<file path="config.mk">
export PLATFORM = sky130hd
export DESIGN_NAME = core_preempt_unit_flat
export DESIGN_NICKNAME = d
export VERILOG_FILES = /design/src/rtl/core_preempt_unit_if.sv /design/src/rtl/core_preempt_unit.sv /design/src/flat_wrapper.sv
export SDC_FILE = /design/constraint.sdc
export NUM_CORES = 1
export LEC_CHECK = 0
export BUFFER_PORTS_ARGS = -buffer_cell sky130_fd_sc_hd__buf_2
export CAP_MARGIN = 5
export CORE_ASPECT_RATIO = 0.9
export CORE_MARGIN = 1
export CORE_UTILIZATION = 45
export CTS_CLUSTER_SIZE = 20
export DETAILED_ROUTE_END_ITERATION = 10
export PLACE_DENSITY = 0.77
export SLEW_MARGIN = 20
export SYNTH_ARGS = -nofsm -noshare
export SYNTH_HDL_FRONTEND = slang
export SYNTH_SLANG_ARGS = --single-unit
</file>
<file path="constraint.sdc">
create_clock -name clk_i -period 2.38 [get_ports clk_i]
set_input_delay 0.119 -clock clk_i [delete_from_list [all_inputs] [get_ports clk_i]]
set_output_delay 0.119 -clock clk_i [all_outputs]
set_load 0.02 [all_outputs]
</file>
<file path="src/rtl/core_preempt_unit_if.sv">
// Data-memory request/acknowledge bus between the preempt unit (master)
// and the data memory (slave).
interface core_preempt_unit_if #(
   parameter int ADDR_W = 8,
   parameter int DATA_W = 16
);
   logic              req;
   logic              wen;
   logic [ADDR_W-1:0] addr;
   logic [DATA_W-1:0] wdata;
   logic              ack;
   logic [DATA_W-1:0] rdata;

   modport master (
      output req, wen, addr, wdata,
      input  ack, rdata
   );

   modport slave (
      input  req, wen, addr, wdata,
      output ack, rdata
   );
endinterface

</file>
<file path="src/rtl/core_preempt_unit.sv">
// Services the preempting decoder actions (jump, load/store, halt): PC
// redirect, data-memory handshake, load write-back and the halted state.
module core_preempt_unit #(
   parameter int ADDR_W  = 8,
   parameter int DATA_W  = 16,
   parameter int TIMEOUT = 255
) (
   input  logic              clk_i,
   input  logic              rst_i,
   input  logic              jump_en_i,
   input  logic              jump_kind_i,
   input  logic              lsu_en_i,
   input  logic              lsu_wen_i,
   input  logic              lsu_kind_i,
   input  logic              halt_i,
   input  logic [15:0]       instr_i,
   input  logic [DATA_W-1:0] reg_a_i,
   input  logic [DATA_W-1:0] reg_b_i,
   input  logic              resume_i,
   core_preempt_unit_if.master mem,
   output logic              arf_wen_o,
   output logic [3:0]        arf_waddr_o,
   output logic [DATA_W-1:0] arf_wdata_o,
   output logic              pc_load_o,
   output logic [ADDR_W-1:0] pc_next_o,
   output logic              busy_o,
   output logic              done_o,
   output logic              halted_o,
   output logic              fault_o
);

   typedef enum logic [1:0] {
      IDLE,
      MEM_REQ,
      WB,
      HALTED
   } state_t;

   localparam int CNT_W      = (TIMEOUT > 1) ? $clog2(TIMEOUT + 1) : 1;
   localparam int CNT_LAST_I = (TIMEOUT == 0) ? 0 : TIMEOUT - 1;
   localparam logic [CNT_W-1:0] CNT_LAST = CNT_W'(CNT_LAST_I);

   state_t           state;
   state_t           state_next;
   logic [CNT_W-1:0] cnt;
   logic [CNT_W-1:0] cnt_next;
   logic [3:0]       rd;

   logic take_halt;
   logic take_jump;
   logic take_lsu;
   logic timed_out;
   logic load_ack;

   logic pc_load_d;
   logic done_d;
   logic arf_wen_d;
   logic mem_req_d;
   logic halted_d;
   logic fault_d;

   logic [ADDR_W-1:0] jump_target;
   logic [ADDR_W-1:0] lsu_addr;

   logic unused_bits;
   assign unused_bits = ^{instr_i[15:12], reg_b_i[DATA_W-1:ADDR_W], reg_a_i[DATA_W-1:ADDR_W]};

   // Requests only count in IDLE; halt beats jump beats load/store.
   assign take_halt = (state == IDLE) && halt_i;
   assign take_jump = (state == IDLE) && !halt_i && jump_en_i;
   assign take_lsu  = (state == IDLE) && !halt_i && !jump_en_i && lsu_en_i;

   assign timed_out = (TIMEOUT != 0) && (cnt == CNT_LAST);
   assign load_ack  = (state == MEM_REQ) && mem.ack && !mem.wen;

   assign jump_target = jump_kind_i ? instr_i[ADDR_W-1:0] : reg_a_i[ADDR_W-1:0];
   assign lsu_addr    = lsu_kind_i  ? instr_i[ADDR_W-1:0] : reg_b_i[ADDR_W-1:0];

   assign busy_o = (state != IDLE);

   always_ff @(posedge clk_i or posedge rst_i) begin
      if (rst_i) begin
         state <= IDLE;
         cnt   <= '0;
      end else begin
         state <= state_next;
         cnt   <= cnt_next;
      end
   end

   always_comb begin
      state_next = state;
      unique case (state)
         IDLE: begin
            if (take_halt) begin
               state_next = HALTED;
            end else if (take_lsu) begin
               state_next = MEM_REQ;
            end
         end
         MEM_REQ: begin
            if (mem.ack) begin
               state_next = mem.wen ? IDLE : WB;
            end else if (timed_out) begin
               state_next = HALTED;
            end
         end
         WB: begin
            state_next = IDLE;
         end
         HALTED: begin
            if (resume_i && !fault_o) begin
               state_next = IDLE;
            end
         end
         default: begin
            state_next = IDLE;
         end
      endcase
   end

   // Next values of the registered outputs; they land one cycle after the event.
   always_comb begin
      pc_load_d = take_jump;
      done_d    = take_jump
                | ((state == MEM_REQ) && mem.ack)
                | ((state == HALTED) && resume_i && !fault_o);
      arf_wen_d = load_ack && (rd != 4'd0);
      mem_req_d = (state_next == MEM_REQ);
      halted_d  = (state_next == HALTED);
      fault_d   = fault_o | ((state == MEM_REQ) && !mem.ack && timed_out);
      cnt_next  = '0;
      if ((state == MEM_REQ) && !mem.ack) begin
         cnt_next = cnt + 1'b1;
      end
   end

   always_ff @(posedge clk_i or posedge rst_i) begin
      if (rst_i) begin
         pc_load_o   <= 1'b0;
         pc_next_o   <= '0;
         done_o      <= 1'b0;
         arf_wen_o   <= 1'b0;
         arf_waddr_o <= '0;
         arf_wdata_o <= '0;
         halted_o    <= 1'b0;
         fault_o     <= 1'b0;
         mem.req     <= 1'b0;
         mem.wen     <= 1'b0;
         mem.addr    <= '0;
         mem.wdata   <= '0;
         rd          <= '0;
      end else begin
         pc_load_o <= pc_load_d;
         done_o    <= done_d;
         arf_wen_o <= arf_wen_d;
         halted_o  <= halted_d;
         fault_o   <= fault_d;
         mem.req   <= mem_req_d;
         if (take_jump) begin
            pc_next_o <= jump_target;
         end
         // Operands are frozen at acceptance so the decoder may move on.
         if (take_lsu) begin
            mem.wen   <= lsu_wen_i;
            mem.addr  <= lsu_addr;
            mem.wdata <= reg_a_i;
            rd        <= instr_i[11:8];
         end
         if (load_ack) begin
            arf_waddr_o <= rd;
            arf_wdata_o <= mem.rdata;
         end
      end
   end

endmodule

</file>
<file path="src/flat_wrapper.sv">
// flat-port wrapper written by rule: the top's interface ports become plain ports
module core_preempt_unit_flat 
#(
   parameter int ADDR_W  = 8,
   parameter int DATA_W  = 16,
   parameter int TIMEOUT = 255
)
  (clk_i, rst_i, jump_en_i, jump_kind_i, lsu_en_i, lsu_wen_i, lsu_kind_i, halt_i, instr_i, reg_a_i, reg_b_i, resume_i, arf_wen_o, arf_waddr_o, arf_wdata_o, pc_load_o, pc_next_o, busy_o, done_o, halted_o, fault_o, mem_req, mem_wen, mem_addr, mem_wdata, mem_ack, mem_rdata);
  core_preempt_unit_if #(.ADDR_W(ADDR_W), .DATA_W(DATA_W)) mem_i ();
  input  logic clk_i;
  input  logic rst_i;
  input  logic jump_en_i;
  input  logic jump_kind_i;
  input  logic lsu_en_i;
  input  logic lsu_wen_i;
  input  logic lsu_kind_i;
  input  logic halt_i;
  input  logic [15:0] instr_i;
  input  logic [DATA_W-1:0] reg_a_i;
  input  logic [DATA_W-1:0] reg_b_i;
  input  logic resume_i;
  output logic arf_wen_o;
  output logic [3:0] arf_waddr_o;
  output logic [DATA_W-1:0] arf_wdata_o;
  output logic pc_load_o;
  output logic [ADDR_W-1:0] pc_next_o;
  output logic busy_o;
  output logic done_o;
  output logic halted_o;
  output logic fault_o;
  output wire logic [$bits(mem_i.req)-1:0] mem_req;
  output wire logic [$bits(mem_i.wen)-1:0] mem_wen;
  output wire logic [$bits(mem_i.addr)-1:0] mem_addr;
  output wire logic [$bits(mem_i.wdata)-1:0] mem_wdata;
  input wire logic [$bits(mem_i.ack)-1:0] mem_ack;
  input wire logic [$bits(mem_i.rdata)-1:0] mem_rdata;
  assign mem_req = mem_i.req;
  assign mem_wen = mem_i.wen;
  assign mem_addr = mem_i.addr;
  assign mem_wdata = mem_i.wdata;
  assign mem_i.ack = mem_ack;
  assign mem_i.rdata = mem_rdata;
  core_preempt_unit #(.ADDR_W(ADDR_W), .DATA_W(DATA_W), .TIMEOUT(TIMEOUT)) u_core (.clk_i(clk_i), .rst_i(rst_i), .jump_en_i(jump_en_i), .jump_kind_i(jump_kind_i), .lsu_en_i(lsu_en_i), .lsu_wen_i(lsu_wen_i), .lsu_kind_i(lsu_kind_i), .halt_i(halt_i), .instr_i(instr_i), .reg_a_i(reg_a_i), .reg_b_i(reg_b_i), .resume_i(resume_i), .mem(mem_i), .arf_wen_o(arf_wen_o), .arf_waddr_o(arf_waddr_o), .arf_wdata_o(arf_wdata_o), .pc_load_o(pc_load_o), .pc_next_o(pc_next_o), .busy_o(busy_o), .done_o(done_o), .halted_o(halted_o), .fault_o(fault_o));
endmodule
</file>
==> reports/qor.txt <==
status: finished, final reports clean
Clock Pin Slew Worst Setup and Hold Paths: 0.08 ns
HP Class: in2reg
DIE AREA: 0.00693 mm^2
dpl hpwl: 4580 um
Post-route DRC: 0
Final Hold Vio Count: 0
vias per cell: 4.87
Slew HR: 51.7%
Setup TNS: 0 ns
sequential cell area fraction in the yosys report: 61.5%
share of the synthesized area in the top cell type: 61.5%
Tcrit/Tclk final: 72.2%
Hold Path Sink: u_core.mem.wdata[7]
Die Wd: 87.6 um
fin cells: 469
placed insts: 427
final setup violation count: 0
CP max FO: 18
critical path endpoint category: register
worst hold stages: 2
Synth cell types: 33
fin worst setup slack: 0.662 ns
syn_nets: 299
Port Buffers: 121
routed via count: 2284
post-synth top area cell: dfrtp_1
number of CTS-inserted buffers: 9
RSZ-0062 raised after global routing: no
core area: 0.00625 mm^2
max_cap viols: 0
Max Clock Freq: 582 MHz
area growth from synthesis to layout: 40.9%
setup slack, reg-to-reg: 0.66 ns
row count: 27
Post-CTS Setup Repair Bufs: 0
# diodes: 0
critical path required time: 2.65 ns
first-pass GRT wire length: 10500 um
WL per Instance: 14.4 um
Final Skew: 0.00906 ns
R2R Path Start: u_core.state[1]
TritonCTS clock tree: done
Synth Area per Inst: 13.3 um^2
clock latency on the worst-skew pair: 0.35 ns
layout cells sized above 1: 49.5%
Clock Sinks: 73
gr ovfl total: 0
CTS H-tree depth: 3
Post-Synthesis Cell Area: 0.00297 mm^2
Critical Path Start Type: register
worst-margin pin slew: 0.724 ns
clk buf depth: 2
worst hold path startpoint: reg_a_i[7]
DIE HEIGHT: 79.1 um
Reg-to-Reg End: u_core.pc_next_o[7]
Seq cells post-synth: 73
vias in the first global route: 2282
CP Class: reg2reg
Starting Density: 47.5%
I/O pins: 134
Slew Viols, Final: 0
Synth area leaders: dfrtp_1 (62%), mux2_2 (16%), mux2i_1 (5.4%)
global-route usage over all layers: 20.3%
Pwr Density: 1250 mW/mm^2
crit path DAT: 1.99 ns
antenna viol nets, final: 0
nets@finish: 453
final worst path period need: 1.72 ns
DR iter-0 viols: 67
GPL Wtd Cong: 0.847
Post-Synthesis Cells: 223
pre-CTS setup slack: 0.661 ns
# resized after CTS: 0
Reg2Reg Depth: 4
Synth warnings: 0
VDD IR-drop max: 0.651 mV
final WL: 6750 um
First-pass DRT Iterations: 4
clk root buf: clkbuf_8
largest net degree at the start of global routing: 38
Leakage: 2.10 nW
antenna violations before repair: 0
## metrics by stage
step                area, um^2  utilization, %  hold slack (ns)  power, mW
finish                    4180            66.9           0.0149       5.24
global route              4180            66.9          0.00116       5.54
CTS                       4150            66.4         0.000416       5.27
detailed placement        3680            58.9            0.302       4.06
global placement          3680            58.9            0.284       3.98
floorplan                 2970               -            0.254       3.34
## cell families (layout without fill, tap and decap cells)
group,after synthesis,in the layout,share of synthesized area (%)
flip-flops,73,73,61.5
multiplexers,58,58,21.3
AND/OR/NAND/NOR,46,46,7.97
AO/OA/AOI/OAI,25,25,4.76
buffers and inverters,15,174,2.40
XOR/XNOR,4,4,1.18
adder cells (fa/ha/maj),2,2,0.843
## state kept, by name, summed over array words and instances (netlist names)
signal              flops
u_core.state            2
u_core.arf_waddr_o      4
u_core.arf_wdata_o     16
u_core.pc_load_o        1
u_core.mem.wen          1
u_core.arf_wen_o        1
u_core.halted_o         1
u_core.mem.wdata       16
u_core.pc_next_o        8
u_core.mem.addr         8
u_core.rd               4
u_core.done_o           1
u_core.cnt              8
u_core.fault_o          1
u_core.mem.req          1
## layer usage
layer / vias up / track usage (%) / wire, um
met5: - / 0 / 0
met4: 0 / 7.87 / 145
met3: 15 / 6.24 / 382
met2: 86 / 34.3 / 3300
met1: 1100 / 24.3 / 2920
li1: 1083 / - / -
## Yosys cell counts
cell type,n
or3_1,2
nand4_1,1
buf_2,6
o21ai_0,10
ha_1,2
and3_1,2
o41a_1,1
or2_2,1
nand2_1,10
buf_6,1
mux2_2,41
nand3_1,4
nand2b_1,2
xnor2_1,1
nor2b_1,2
and2_1,1
or3b_1,1
buf_1,2
a21oi_1,11
dfrtp_1,73
inv_1,5
o32ai_1,1
nor3_1,2
mux2_1,1
nor2_1,15
o21bai_1,1
o2bb2ai_1,1
nor3_2,1
mux2i_1,16
xor2_1,3
or2_1,1
nor3b_4,1
clkbuf_1,1
## how the worst max path moves through the flow
| stage | start | to | slack [ns] | depth (start not counted) |
|---|---|---|---|---|
| 4_1_cts | u_core.state[1] | u_core.pc_next_o[7] | 0.64 | 4 |
| 6_report | u_core.state[1] | u_core.pc_next_o[7] | 0.66 | 4 |
| 3_3_place_gp | u_core.state[1] | u_core.pc_next_o[0] | 0.75 | 3 |
| 3_5_place_dp | u_core.state[1] | u_core.pc_next_o[6] | 0.66 | 3 |
| 5_1_grt | u_core.state[1] | u_core.pc_next_o[3] | 0.45 | 4 |
| 2_1_floorplan | rst_i | u_core.arf_waddr_o[0] | 0.41 | 1 |
## placed cells by master, fill, tap and decap left out, types with 3 or more instances in the layout
master         instances
dfrtp_1               73
dlygate4sd3_1         26
buf_2                121
inv_1                  4
nand2_1               10
buf_4                  6
a21oi_1               11
mux2_2                41
xor2_1                 3
bufinv_16              3
mux2i_1               16
nand3_1                4
clkbuf_8               9
o21ai_0               10
nor2_1                15
## critical path, cell delays in order, from the launching register on
cell	delay (ns)
dfrtp_1	0.46
or2_1	0.33
nor3b_4	0.62
nor2_1	0.09
a21oi_1	0.15
## report_power, final
group | switching, mW | total, mW | internal [mW]
sequential | 0.287 | 2.06 | 1.77
combinational | 1.18 | 2.01 | 0.833
clock | 0.469 | 1.17 | 0.698
total | 1.94 | 5.24 | 3.30
## layout make-up
| class | instances | area, um^2 |
|---|---|---|
| clock buffer | 9 | 124 |
| clock inverter | 7 | 118 |
| fill | 474 | 2070 |
| inverter | 5 | 18.8 |
| multi-input combinational | 135 | 1080 |
| sequential | 73 | 1830 |
| tap | 87 | 109 |
| timing repair buffer | 153 | 911 |
## repair_timing
| action | 4_1_cts | 5_1_grt |
|---|---|---|
| endpoints found under the hold margin | 55 | 3 |
| hold buffers | 23 | 3 |
| endpoints found under the setup margin | 0 | 0 |
(Power assumes the default switching activity.)
